$ cat config.mk
export PLATFORM = sky130hd
export DESIGN_NAME = spice_node_bank
export DESIGN_NICKNAME = d
export VERILOG_FILES = /design/src/rtl/spice_node_pkg.sv /design/src/rtl/spice_node_cell.sv /design/src/rtl/spice_node_bank.sv
export SDC_FILE = /design/constraint.sdc
export NUM_CORES = 1
export LEC_CHECK = 0
export CORE_ASPECT_RATIO = 0.7
export CORE_MARGIN = 3
export CORE_UTILIZATION = 45
export CTS_CLUSTER_SIZE = 30
export DETAILED_ROUTE_END_ITERATION = 6
export GPL_ROUTABILITY_DRIVEN = 0
export PLACE_DENSITY = 0.69
export SLEW_MARGIN = 20
export SYNTH_ARGS = -nofsm -noshare
export SYNTH_HDL_FRONTEND = slang
export SYNTH_SLANG_ARGS = --single-unit
$ cat constraint.sdc
create_clock -name eclk -period 8 [get_ports eclk]
set_input_delay 1.6 -clock eclk [delete_from_list [all_inputs] [get_ports eclk]]
set_output_delay 1.6 -clock eclk [all_outputs]
set_load 0.02 [all_outputs]
$ cat src/rtl/spice_node_pkg.sv
// spice_node_pkg: shared FSM state type and fixed-point helpers for the
// analog node integrator bank (spice_node_cell / spice_node_bank).
package spice_node_pkg;

    // Sequencer phase states.
    typedef enum logic [1:0] {
        IDLE = 2'd0,
        RUN  = 2'd1,
        DONE = 2'd2
    } node_state_e;

    // Wide signed scratch type so that rail and tolerance comparisons never
    // overflow regardless of the node word width.
    localparam int CALC_W = 64;
    typedef logic signed [CALC_W-1:0] calc_t;

    // Saturating clamp of x into [lo, hi].
    function automatic calc_t sat_clamp(input calc_t x, input calc_t lo, input calc_t hi);
        calc_t r;
        if (x > hi) begin
            r = hi;
        end else if (x < lo) begin
            r = lo;
        end else begin
            r = x;
        end
        return r;
    endfunction

    // True when |x| <= tol.
    function automatic logic abs_within(input calc_t x, input calc_t tol);
        return (x <= tol) && (x >= -tol);
    endfunction

endpackage

$ cat src/rtl/spice_node_cell.sv
// spice_node_cell: one analog node. Integrates the scaled branch current into
// a rail-clamped signed voltage, counts consecutive quiet updates and derives
// the digital level. SPICE_NODE_HYST_EN selects a hysteresis comparator for
// the digital level instead of the plain sign test.
module spice_node_cell
    import spice_node_pkg::*;
#(
    parameter int W             = 16,
    parameter int SHIFT         = 2,
    parameter int VHI           = 2**(W-2),
    parameter int VLO           = -(2**(W-2)),
    parameter int TOL           = 1,
    parameter int SETTLE_CYCLES = 3
`ifdef SPICE_NODE_HYST_EN
    ,
    parameter int VTH           = 2**(W-4)
`endif
) (
    input  logic         clk_i,
    input  logic         rst_ni,
    input  logic         clear_i,
    input  logic         update_i,
    input  logic [W-1:0] cur_i,
    output logic [W-1:0] v_o,
    output logic         p_o,
    output logic         settled_o
);

    localparam int QW = $clog2(SETTLE_CYCLES + 1);
    localparam logic [QW-1:0] QMAX = QW'(SETTLE_CYCLES);

    logic signed [W-1:0] v_q, v_d;
    logic signed [W-1:0] vNext;
    logic signed [W:0]   inc;
    logic signed [W:0]   dv;
    logic signed [W+1:0] sum;
    logic                quiet;
    logic [QW-1:0]       quiet_q, quiet_d;
    logic                p_q, p_d;

    // Scale the current, add it to the voltage, clamp to the rails and measure the step.
    always_comb begin
        inc   = $signed({cur_i[W-1], cur_i}) >>> SHIFT;
        sum   = $signed({v_q[W-1], v_q[W-1], v_q}) + $signed({inc[W], inc});
        vNext = W'(sat_clamp(calc_t'(sum), calc_t'(VLO), calc_t'(VHI)));
        dv    = $signed({vNext[W-1], vNext}) - $signed({v_q[W-1], v_q});
        quiet = abs_within(calc_t'(dv), calc_t'(TOL));
    end

    // Commit the update only while running; the quiet run length restarts on any large step.
    always_comb begin
        v_d     = v_q;
        quiet_d = quiet_q;
        if (clear_i) begin
            quiet_d = '0;
        end else if (update_i) begin
            v_d = vNext;
            if (quiet) begin
                quiet_d = (quiet_q == QMAX) ? quiet_q : quiet_q + QW'(1);
            end else begin
                quiet_d = '0;
            end
        end
        settled_o = (quiet_d == QMAX);
    end

`ifdef SPICE_NODE_HYST_EN
    localparam logic signed [W-1:0] VTH_POS = W'(VTH);
    localparam logic signed [W-1:0] VTH_NEG = W'(-VTH);

    // Hysteresis comparator: set above +VTH, clear below -VTH, hold in between.
    always_comb begin
        p_d = p_q;
        if (v_q >= VTH_POS) begin
            p_d = 1'b1;
        end else if (v_q <= VTH_NEG) begin
            p_d = 1'b0;
        end
    end
`else
    // Plain sign comparator: the node reads high whenever its voltage is non-negative.
    always_comb begin
        p_d = ~v_q[W-1];
    end
`endif

    // Voltage, quiet counter and digital level registers.
    always_ff @(posedge clk_i or negedge rst_ni) begin
        if (!rst_ni) begin
            v_q     <= W'(VLO);
            quiet_q <= '0;
            p_q     <= 1'b0;
        end else begin
            v_q     <= v_d;
            quiet_q <= quiet_d;
            p_q     <= p_d;
        end
    end

    assign v_o = v_q;
    assign p_o = p_q;

endmodule

$ cat src/rtl/spice_node_bank.sv
// spice_node_bank: NCH analog node integrators sharing one settling-phase
// sequencer. A start request runs updates until every node has been quiet for
// SETTLE_CYCLES consecutive updates or the MAX_ITER budget is spent, then
// pulses done with timeout qualifying the outcome. Defining SPICE_NODE_HYST_EN
// gives each node a hysteresis comparator of half-band VTH.
module spice_node_bank
    import spice_node_pkg::*;
#(
    parameter int W             = 16,
    parameter int NCH           = 8,
    parameter int SHIFT         = 2,
    parameter int VHI           = 2**(W-2),
    parameter int VLO           = -(2**(W-2)),
    parameter int TOL           = 1,
    parameter int SETTLE_CYCLES = 3,
    parameter int MAX_ITER      = 64,
    parameter int VTH           = 2**(W-4)
) (
    input  logic                              eclk,
    input  logic                              ereset_n,
    input  logic                              start,
    input  logic [NCH*W-1:0]                  i,
    output logic [NCH*W-1:0]                  v,
    output logic [NCH-1:0]                    p,
    output logic                              busy,
    output logic                              done,
    output logic                              timeout,
    output logic [$clog2(MAX_ITER+1)-1:0]     iter
);

    localparam int IW = $clog2(MAX_ITER + 1);

    // Rails must be ordered and the hysteresis band non-negative.
    if (VHI <= VLO || VTH < 0) begin : g_bad_params
        $error("spice_node_bank: inconsistent rail/threshold parameters");
    end

    node_state_e     state_q, state_d;
    logic [IW-1:0]   iter_q, iter_d;
    logic            timeout_q, timeout_d;
    logic            phaseStart;
    logic            update;
    logic            allSettled;
    logic [NCH-1:0]  settled;

    assign phaseStart = (state_q == IDLE) && start;
    assign update     = (state_q == RUN);
    assign allSettled = &settled;

    for (genvar k = 0; k < NCH; k++) begin : g_node
        spice_node_cell #(
            .W             (W),
            .SHIFT         (SHIFT),
            .VHI           (VHI),
            .VLO           (VLO),
            .TOL           (TOL),
            .SETTLE_CYCLES (SETTLE_CYCLES)
`ifdef SPICE_NODE_HYST_EN
            ,
            .VTH           (VTH)
`endif
        ) u_cell (
            .clk_i     (eclk),
            .rst_ni    (ereset_n),
            .clear_i   (phaseStart),
            .update_i  (update),
            .cur_i     (i[k*W +: W]),
            .v_o       (v[k*W +: W]),
            .p_o       (p[k]),
            .settled_o (settled[k])
        );
    end

    // Phase sequencing: settling is judged on the counts produced by the current update, and wins over budget exhaustion.
    always_comb begin
        state_d   = state_q;
        iter_d    = iter_q;
        timeout_d = timeout_q;
        case (state_q)
            IDLE: begin
                if (start) begin
                    state_d   = RUN;
                    iter_d    = '0;
                    timeout_d = 1'b0;
                end
            end
            RUN: begin
                iter_d = iter_q + IW'(1);
                if (allSettled) begin
                    state_d   = DONE;
                    timeout_d = 1'b0;
                end else if (iter_d == IW'(MAX_ITER)) begin
                    state_d   = DONE;
                    timeout_d = 1'b1;
                end
            end
            DONE: begin
                state_d = IDLE;
            end
            default: begin
                state_d = IDLE;
            end
        endcase
    end

    // Sequencer state, iteration count and outcome registers.
    always_ff @(posedge eclk or negedge ereset_n) begin
        if (!ereset_n) begin
            state_q   <= IDLE;
            iter_q    <= '0;
            timeout_q <= 1'b0;
        end else begin
            state_q   <= state_d;
            iter_q    <= iter_d;
            timeout_q <= timeout_d;
        end
    end

    assign busy    = (state_q == RUN);
    assign done    = (state_q == DONE);
    assign timeout = timeout_q;
    assign iter    = iter_q;

endmodule

After elaboration in Yosys (flattened, before gate mapping)
Index checks and enable logic that the tools add are counted.
Widths: inputs -> output; s select.
Word-level totals
  output and inout port bits: 146
  bits of input ports: 131
  bits in registers: 162
Cells by class
  bitwise operators: 9
  multiplexer cells: 58
  reduce and logical (&&, ||, !) cells: 16
  add/subtract/negate cells: 25
  equal/unequal tests: 21
  order comparisons: 32
Operator list (count)
  $mux 16: 16
  $add 16x14->17: 8
  $ge 17x1->1 const B: 8
  $gt 17x16->1 const B: 8
  $le 17x2->1 const B: 8
  $lt 17x15->1 const B: 8
  $sub 16x16->17: 8
  $mux 2: 35
  $eq 2x2->1 const B: 17
  $add 2x1->2 const B: 8
  $pmux 7 s2: 1
  $logic_and 1x1->1: 9
  $not 1->1: 9
  $reduce_and 8->1: 1
  $add 7x1->7 const B: 1
  $eq 7x7->1 const B: 1
  $mux 7: 1
  $reduce_and 2->1: 3
  $pmux 2 s2: 1
  $mux 1: 3
  $ne 3x1->1 const B: 1
  $reduce_and 3->1: 1
  $eq 2x1->1 const B: 1
  $logic_not 2->1: 1
  3 further kinds: 3

Longest topological paths before layout
Gate-level depths: netlist of the first run.
  word-level depth: 14
  gate-level depth with buffers: 38
  depth with buffers taken out: 37

Cells and area by module
Synthesis of the first run repeated with hierarchy kept, for this count alone.
Unflattened totals
  cell total of the unflattened synthesis: 2886
  area total of the unflattened synthesis: 22377.7 sq um
Modules (own cells, without submodules)
  spice_node_cell (g_node[0].u_cell ...): area an instance 2745.1 sq um, times used 6, cells each 357
  spice_node_cell (g_node[2].u_cell): area an instance 2685.1 sq um, times used 1, cells each 339
  spice_node_cell (g_node[3].u_cell): area an instance 2671.3 sq um, times used 1, cells each 348
  spice_node_bank: area an instance 550.5 sq um, times used 1, cells each 57

Worst setup path before layout of the first run
No wires, ideal clock.
  path kind: in2reg
  from: in i[50]
  to: reg timeout_q, in the netlist timeout
  setup time: 0.148 ns
  path buffers: 1
  stages on the path: 37
  arrival: 7.855 ns
  data required time: 7.852 ns
  slack: -0.003 ns
  path through: ha_1 inv_1 fa_1 nor2b_1 o21ai_1 a21oi_1 o31ai_2 a211o_1 a21boi_0 o21ai_0 and2_1 a31oi_2 a21boi_1 buf_2 nand2b_1 ha_1 inv_1 fa_1 a211oi_1 o21ai_0 a21o_1 a21o_1 a21oi_1 xnor2_1 nand3_1 nor4_1 ha_1 nand2b_1 nand2_1 nor4_1 and4b_1 nand4bb_1 nand4bb_1 a31oi_1 and4b_1 and4b_1 a21oi_1
Between the ends
  cells in the longest elaborated chain, start to end: 14
RTL lines
  from (decl): RTL line spice_node_bank.sv:22  | input logic [NCH*W-1:0] i,
  $add 16x14->17 *: RTL line spice_node_cell.sv:44  | sum = $signed({v_q[W-1], v_q[W-1], v_q}) + $signed({inc[W], inc});
  $lt 17x15->1: RTL line spice_node_pkg.sv:22  | end else if (x < lo) begin
  $mux 16: RTL line spice_node_pkg.sv:22
  $mux 16 *: RTL line spice_node_pkg.sv:20  | if (x > hi) begin
  $sub 16x16->17 *: RTL line spice_node_cell.sv:46  | dv = $signed({vNext[W-1], vNext}) - $signed({v_q[W-1], v_q});
  $le 17x2->1 / $ge 17x1->1 (equally long branches): RTL line spice_node_pkg.sv:32  | return (x <= tol) && (x >= -tol);
  $logic_and 1x1->1 *: RTL line spice_node_pkg.sv:32
  $mux 2 *: RTL line spice_node_cell.sv:58  | if (quiet) begin
  $mux 2 *: RTL line spice_node_cell.sv:56  | end else if (update_i) begin
  $mux 2 *: RTL line spice_node_cell.sv:54  | if (clear_i) begin
  named net g_node[3].u_cell.quiet_d[0]: RTL line spice_node_cell.sv:38  | logic [QW-1:0] quiet_q, quiet_d;
  $eq 2x2->1 *: RTL line spice_node_cell.sv:64  | settled_o = (quiet_d == QMAX);
  $reduce_and 8->1 *: RTL line spice_node_bank.sv:48  | assign allSettled = &settled;
  $ne 3x1->1 (no source line) / $mux 1 (equally long branches)
  $reduce_and 3->1 (no source line) / $pmux 1 s2 (equally long branches)
  to (signal assigned): RTL line spice_node_bank.sv:115  | timeout_q <= timeout_d;
  to (decl): RTL line spice_node_bank.sv:40  | logic timeout_q, timeout_d;
The timed path passes the listed nets; every way through them passes the cells marked *.
A chain may end at the register's enable or synchronous reset.

Worst setup path in the final report of the first run
  from: in i[34]
  to: reg state_q[0]
Between the ends
  cells in the longest elaborated chain, start to end: 14
RTL lines
  $add 16x14->17 *: RTL line spice_node_cell.sv:44
  $lt 17x15->1: RTL line spice_node_pkg.sv:22
  $mux 16: RTL line spice_node_pkg.sv:22
  $mux 16 *: RTL line spice_node_pkg.sv:20
  named net g_node[2].u_cell.vNext[15]: RTL line spice_node_cell.sv:33  | logic signed [W-1:0] vNext;
  $sub 16x16->17 *: RTL line spice_node_cell.sv:46
  $le 17x2->1 / $ge 17x1->1 (equally long branches): RTL line spice_node_pkg.sv:32
  $logic_and 1x1->1 *: RTL line spice_node_pkg.sv:32
  $mux 2 *: RTL line spice_node_cell.sv:58
  $mux 2 *: RTL line spice_node_cell.sv:56
  $mux 2 *: RTL line spice_node_cell.sv:54
  named net g_node[2].u_cell.quiet_d[0]: RTL line spice_node_cell.sv:38
  $eq 2x2->1 *: RTL line spice_node_cell.sv:64
  $reduce_and 8->1 *: RTL line spice_node_bank.sv:48
  $mux 2 / $ne 3x1->1 (equally long branches)
  $pmux 2 s2 / $reduce_and 2->1 (equally long branches)
  to (signal assigned): RTL line spice_node_bank.sv:113  | state_q <= state_d;
  to (decl): RTL line spice_node_bank.sv:38  | node_state_e state_q, state_d;
Marks and branches as above.

==> results.toml, run 1 <==
[die]
die_width_um = 265
fp.dieH_um = 187
initial_utilization_pct = 46.2
row_count = 65
io_pins = 277
fp.coreArea_um2 = 45600
die-area_um2 = 49500

[setup_path]
r2r_slack_ns = 0.65
arrival_ns = 8.32
r2r_start = "g_node[2].u_cell.v_o[0]$_DFFE_PN0P_"
endpoint_kind = "flip-flop"
crit_buf_inv = 7
slowest_stage = "fa_2"
critPathTopFamily = "compound AO/OA/AOI/OAI gates"
r2r_cells = 37
max_stage_delay_ns = 0.39
start_kind = "input port"
path_common_cell = "buf_6"
path_class = "in2reg"
r2r-end = "state_q[0]$_DFFE_PN0P_"
crit_cells = 39
worstPathRequired_ns = 8.30
cp_max_fo = 6

[global_route]
grt_first_pass_wirelength_um = 108000
grt_max_degree = 108
grt_usage_pct = 25.6
grt-ovfl-total = 0
grt_pass1_vias = 22200
antenna_found_initial = 5

[synth]
synthCells = 2732
yosysWarnings = 0
synth_fp_nets = 3145
synth.area.top_cells = "dfrtp_1, ha_1, nand2_1, nor2_1, inv_1"
ys_types = 101
synth-seq-cells = 162
avgSynthCellArea_um2 = 7.72
synth_top_area_cell = "dfrtp_1"
syn_area_um2 = 21100
async_flop_share_pct = 100
yosysSeqAreaShare_pct = 19.3
synth_flop_cell = "dfrtp_1"
synth_top_area_share_pct = 17.3
synth_edf_count = 0

[detailed_routing]
drtAntennaViolNets = 0
drc = 0
drtIter0Drc = 1565
dr.pass1.iters = 6
wl_um = 65900
vias = 22700
wl_per_cell_um = 16.8
vias_per_cell = 5.78

[cts]
clock_latency_ns = 0.45
root_buffer = "clkbuf_16"
cts_buffer_depth = 2
cts_max_level = 4
path_clk_slew_ns = 0.08
holdBufCountCts = 0
cts_tree = "done"
cts_buffers = 17
cts_sinks = 162

[finish]
multi_input_area_um2 = 16700
finalNonFillerCells = 3937
fill_cells = 3960
area.sequential_um2 = 4070
fin_nets = 3729
drive_gt1_share_pct = 19.1
area_growth_syn_to_layout_pct = 35.3

[timing]
worst_slack_ns = -0.0152
setup_violations = 2
hold_viol = 0
fin_crit_sh_pct = 100
min_period_ns = 8.02
rsz0062_at_grt = "true"
clock.fmax_mhz = 125
slew_headroom_pct = 34.2
skew_ns = 0.0110
worstMarginPinSlew_ns = 0.983
drv_slew = 0

[placed_design]
dp.cells = 3862
hpwl_um = 51700
portBuffers = 260

[job]
maxCapViolCount = 0

[hold_path]
hold-path-cell-count = 2
hold_path_class = "reg2reg"
min_to = "g_node[5].u_cell.v_o[15]$_DFFE_PN1P_"
min_from = "g_node[5].u_cell.v_o[15]$_DFFE_PN1P_"

[run_status]
run_status = "complete, but fails checks"
violations = "negative setup slack"
-- stage by stage --
| step | hold WS (ns) | cell area, um^2 | util (%) | TNS, ns | setup WS (ns) |
|---|---|---|---|---|---|
| CTS | 0.508 | 28100 | 61.6 | 0 | 0.00537 |
| floorplan | 0.465 | 21100 | - | 0 | 0.0690 |
| detailed placement | 0.494 | 26700 | 58.5 | -7.28 | -1.39 |
| global placement | 0.492 | 26700 | 58.5 | -5.56 | -1.24 |
| finish | 0.504 | 28500 | 62.5 | -0.0165 | -0.0152 |
| global route | 0.519 | 28500 | 62.5 | -1.18 | -0.415 |
-- worst reg2reg max path, delay by kind of cell, from the launching register on --
family	cells	cell delay, ns
compound gates	15	2.64
simple gates	11	1.93
fa+ha+maj	4	1.20
buf+inv	5	0.59
flops	1	0.51
xor+xnor	2	0.36
-- flip-flops by register name (all words and copies together), names as in the netlist --
name,cells
iter,7
state_q,2
g_node.u_cell.v_o,128
g_node.u_cell.quiet_q,16
timeout,1
g_node.u_cell.p_o,8
-- cell usage after synthesis, drive strengths merged (16+ instances only) --
| library cell | count |
|---|---|
| nand4 | 34 |
| o21ai | 172 |
| nand2 | 245 |
| o21bai | 21 |
| ha | 266 |
| o21a | 37 |
| fa | 16 |
| dfrtp | 146 |
| and3 | 27 |
| a21o | 72 |
| inv | 234 |
| a211oi | 42 |
| buf | 22 |
| and2 | 26 |
| a21oi | 171 |
| xor2 | 77 |
| o22ai | 42 |
| clkbuf | 55 |
| dfstp | 16 |
| or3 | 18 |
| xnor2 | 85 |
| o211ai | 23 |
| nor4 | 34 |
| nor2 | 245 |
| nor2b | 49 |
| nand3 | 52 |
| or2 | 19 |
| nand2b | 46 |
| nor3 | 71 |
| o31ai | 73 |
| a31oi | 49 |
-- area by class of cell --
cell class              instances  share of cell area, %
diodes                          5                 0.0438
clock buffers                  19                   1.55
clock inverters                13                  0.517
inverters                     234                   3.09
multi-input cells            2258                   58.5
flip-flops and latches        162                   14.3
well taps                     603                   2.64
repair buffers                643                   19.3
-- layout by cell type (no fill, tap or decap), types with 18 or more instances in the layout --
cell type	count
o21bai_1	20
xor2_1	74
ha_1	246
and3_1	25
nor4_1	24
nor2_1	236
nand4_1	34
a21oi_1	150
a211oi_1	28
o21a_1	36
nand3_1	52
nand2_1	245
or2_2	18
o31ai_1	71
o21ai_0	150
o22ai_1	42
clkdlybuf4s50_1	246
buf_4	376
nand2b_1	40
dfrtp_1	146
nor2b_1	47
nor3_1	67
a21o_1	71
o211ai_1	23
xnor2_1	80
inv_1	228
a31oi_1	42
and2_1	24
-- logic make-up after synthesis --
logic type,after synthesis,share of synthesized area [%]
fa+ha+maj,282,17.3
buf+inv,312,5.89
compound gates,850,27.3
flops,162,19.3
xor+xnor,162,6.73
simple gates,943,22.4
mux,21,1.07
-- how the worst max path moves through the flow --
stage / startpoint / end / slack (ns)
after floorplan: i[50] / timeout$_DFFE_PN0P_ / 0.07
after global placement: i[34] / state_q[0]$_DFFE_PN0P_ / -1.24
after detailed placement: i[34] / state_q[0]$_DFFE_PN0P_ / -1.39
after CTS: i[39] / state_q[0]$_DFFE_PN0P_ / 0.005
after global routing: i[34] / state_q[0]$_DFFE_PN0P_ / -0.42
final: i[34] / state_q[0]$_DFFE_PN0P_ / -0.02
-- metal layers --
| layer | part of all wire [%] | vias up | GRT usage [%] | wire length, um |
|---|---|---|---|---|
| li1 | - | 11200 | - | - |
| met1 | 47 | 10900 | 34.6 | 30900 |
| met2 | 47 | 582 | 43.6 | 31100 |
| met3 | 4.4 | 83 | 3.60 | 2910 |
| met4 | 1.7 | 0 | 5.89 | 1110 |
| met5 | 0 | - | 0 | 0 |
-- repair_timing --
| action | CTS | global route |
|---|---|---|
| setup endpoints to repair | 7 | 8 |
| pin swaps | 98 | 78 |
| resized for setup | 136 | 76 |
| setup buffers | 29 | 12 |
Power of run 1 is not shown: default switching activity piles up to over one toggle a cycle in this logic, so the estimate is an artifact.
==> run 2: changes to the inputs <==
--- a/config.mk
+++ b/config.mk
@@ -11,6 +11,7 @@
 export CTS_CLUSTER_SIZE = 30
 export DETAILED_ROUTE_END_ITERATION = 6
 export GPL_ROUTABILITY_DRIVEN = 0
+export HOLD_SLACK_MARGIN = 0.03
 export PLACE_DENSITY = 0.69
 export SLEW_MARGIN = 20
 export SYNTH_ARGS = -nofsm -noshare
==> constraint.sdc (replaced) <==
create_clock -name eclk -period 9.4 [get_ports eclk]
set_input_delay 2.35 -clock eclk [delete_from_list [all_inputs] [get_ports eclk]]
set_output_delay 2.35 -clock eclk [all_outputs]
set_load 0.02 [all_outputs]
==> run 2 against run 1 <==
Against the previous run:
- clock-buffer cell count is 1 lower
- sequential cell count stayed put
- setup slack better by 0.29 ns
- routed wire length is 3.6% lower
- final cell count is 5.0% lower
- critical path depth is 3 lower
- the flow now finishes without violations
- via count is 4.0% lower
==> results.toml, run 2 (synthesis results as in run 1) <==
[setup_path]
cp_max_fo = 3
slowest_stage = "clkdlybuf4s50_1"
start_kind = "input port"
cp-startpoint = "i[36]"
path_class = "in2reg"
worstSetupEndpoint = "state_q[0]$_DFFE_PN0P_"
r2r-end = "state_q[0]$_DFFE_PN0P_"
worstPathRequired_ns = 9.71
arrival_ns = 9.43
r2r_cells = 37
r2r_start = "g_node[2].u_cell.v_o[0]$_DFFE_PN0P_"
r2r_slack_ns = 1.94
endpoint_kind = "flip-flop"
max_stage_delay_ns = 0.41

[finish]
fill_cells = 4042
multi_input_area_um2 = 16300
area_growth_syn_to_layout_pct = 26.4
drive_gt1_share_pct = 12.6
area.sequential_um2 = 4070
final_cell_mix = "ha_1, clkdlybuf4s50_1, nand2_1"
final_common_cell = "ha_1"
largest_reg_flops = 128
fin_nets = 3535

[detailed_routing]
drtAntennaViolNets = 0
drc = 0
vias_per_cell = 5.84
drtIter0Drc = 1424
wl_um = 63600
wl_per_cell_um = 17.0
vias = 21800
dr.pass1.iters = 6

[timing]
fin_crit_sh_pct = 97.1
hold_ws_ns = 0.502
min_period_ns = 9.13
clock.fmax_mhz = 110
hold_viol = 0
skew_ns = 0.0144
worstMarginPinSlew_ns = 1.00
setup_violations = 0
drv_slew = 0
slew_headroom_pct = 33.2

[cts]
cts_buffer_depth = 2
cts_sinks = 162
cts_tree = "done"
root_buffer = "clkbuf_16"
cts_buffers = 17
path_clk_slew_ns = 0.08
cts_max_level = 4
clock_latency_ns = 0.45

[placed_design]
hpwl_um = 50400
portBuffers = 260

[die]
io_pins = 277
row_count = 65
fp.coreArea_um2 = 45600
die_width_um = 265
die-area_um2 = 49500
initial_utilization_pct = 46.2
fp.dieH_um = 187

[run_status]
run_status = "complete, no violations"

[global_route]
grt_max_degree = 85
grt_usage_pct = 24.2
grt-ovfl-total = 0
grt_first_pass_wirelength_um = 101000
antenna_found_initial = 3
grt_pass1_vias = 20700

[hold_path]
min_from = "g_node[4].u_cell.v_o[15]$_DFFE_PN1P_"
hold_path_class = "reg2reg"

[job]
maxCapViolCount = 0
[run 2: cell types whose count changed in the layout (fill, tap and decap cells not counted), moves of 4 or more]
cell,delta
buf_4,-190
a21oi_4,-4
ha_1,+12
nor4_1,+5
ha_4,-13
nor4_2,-4
a21oi_2,-7
o21ai_0,+5
clkdlybuf4s50_1,+9
a21oi_1,+11
buf_6,-5
[run 2: through the flow]
step | util, % | cell area, um^2 | setup slack (ns) | setup TNS [ns] | instances
floorplan | - | 21100 | 0.647 | 0 | 2732
finish | 58.4 | 26600 | 0.273 | 0 | 3739
CTS | 57.1 | 26000 | 0.0292 | 0 | 3722
global placement | 55.7 | 25400 | -0.573 | -1.67 | 3691
global route | 58.4 | 26600 | -0.109 | -0.294 | 3738
detailed placement | 55.7 | 25400 | -0.648 | -1.98 | 3691
[run 2: metal layers]
layer | GRT usage, % | part of all wire (%) | vias up
met1 | 33.7 | 48 | 10400
met3 | 3.46 | 4.9 | 63
met4 | 5.04 | 1.5 | 4
met5 | 0 | 0.049 | -
li1 | - | - | 10800
met2 | 40.2 | 46 | 547
[run 2: cell type report]
cell class                      instances  area share [%]
Sequential cell                       162            15.3
Tap cell                              603            2.83
Multi-Input combinational cell       2258            61.3
Timing Repair Buffer                  449            15.2
Antenna cell                            2          0.0188
Clock buffer                           18            1.61
Inverter                              234            3.31
Clock inverter                         13           0.465
[run 2: worst min path at each step]
stage / endpoint / slack (ns) / cells after the start
5_1_grt: g_node[4].u_cell.p_o$_DFF_PN0_ / 0.52 / 1
4_1_cts: g_node[4].u_cell.p_o$_DFF_PN0_ / 0.50 / 1
3_5_place_dp: g_node[4].u_cell.p_o$_DFF_PN0_ / 0.49 / 1
2_1_floorplan: g_node[2].u_cell.quiet_q[0]$_DFF_PN0_ / 0.47 / 1
3_3_place_gp: g_node[4].u_cell.p_o$_DFF_PN0_ / 0.49 / 1
6_report: g_node[4].u_cell.p_o$_DFF_PN0_ / 0.50 / 1
[run 2: what timing repair did]
| action | 4_1_cts | 5_1_grt |
|---|---|---|
| resized for setup | 16 | 107 |
| pin swaps | 3 | 62 |
| setup buffers | 0 | 15 |
| hold endpoints to repair | 0 | 0 |
| gates cloned | 0 | 0 |
| setup endpoints to repair | 3 | 4 |
| hold buffers | 0 | 0 |
[run 2: critical path: cells and delay by family]
kind | cells | cell delay [ns]
xor gates and xnor gates | 1 | 0.16
and+or+nand+nor | 13 | 2.53
adders and majority gates | 4 | 1.10
AOI/OAI and AO/OA | 13 | 2.43
buffers and inverters | 5 | 0.86
Power of run 2 is left out for the same reason.
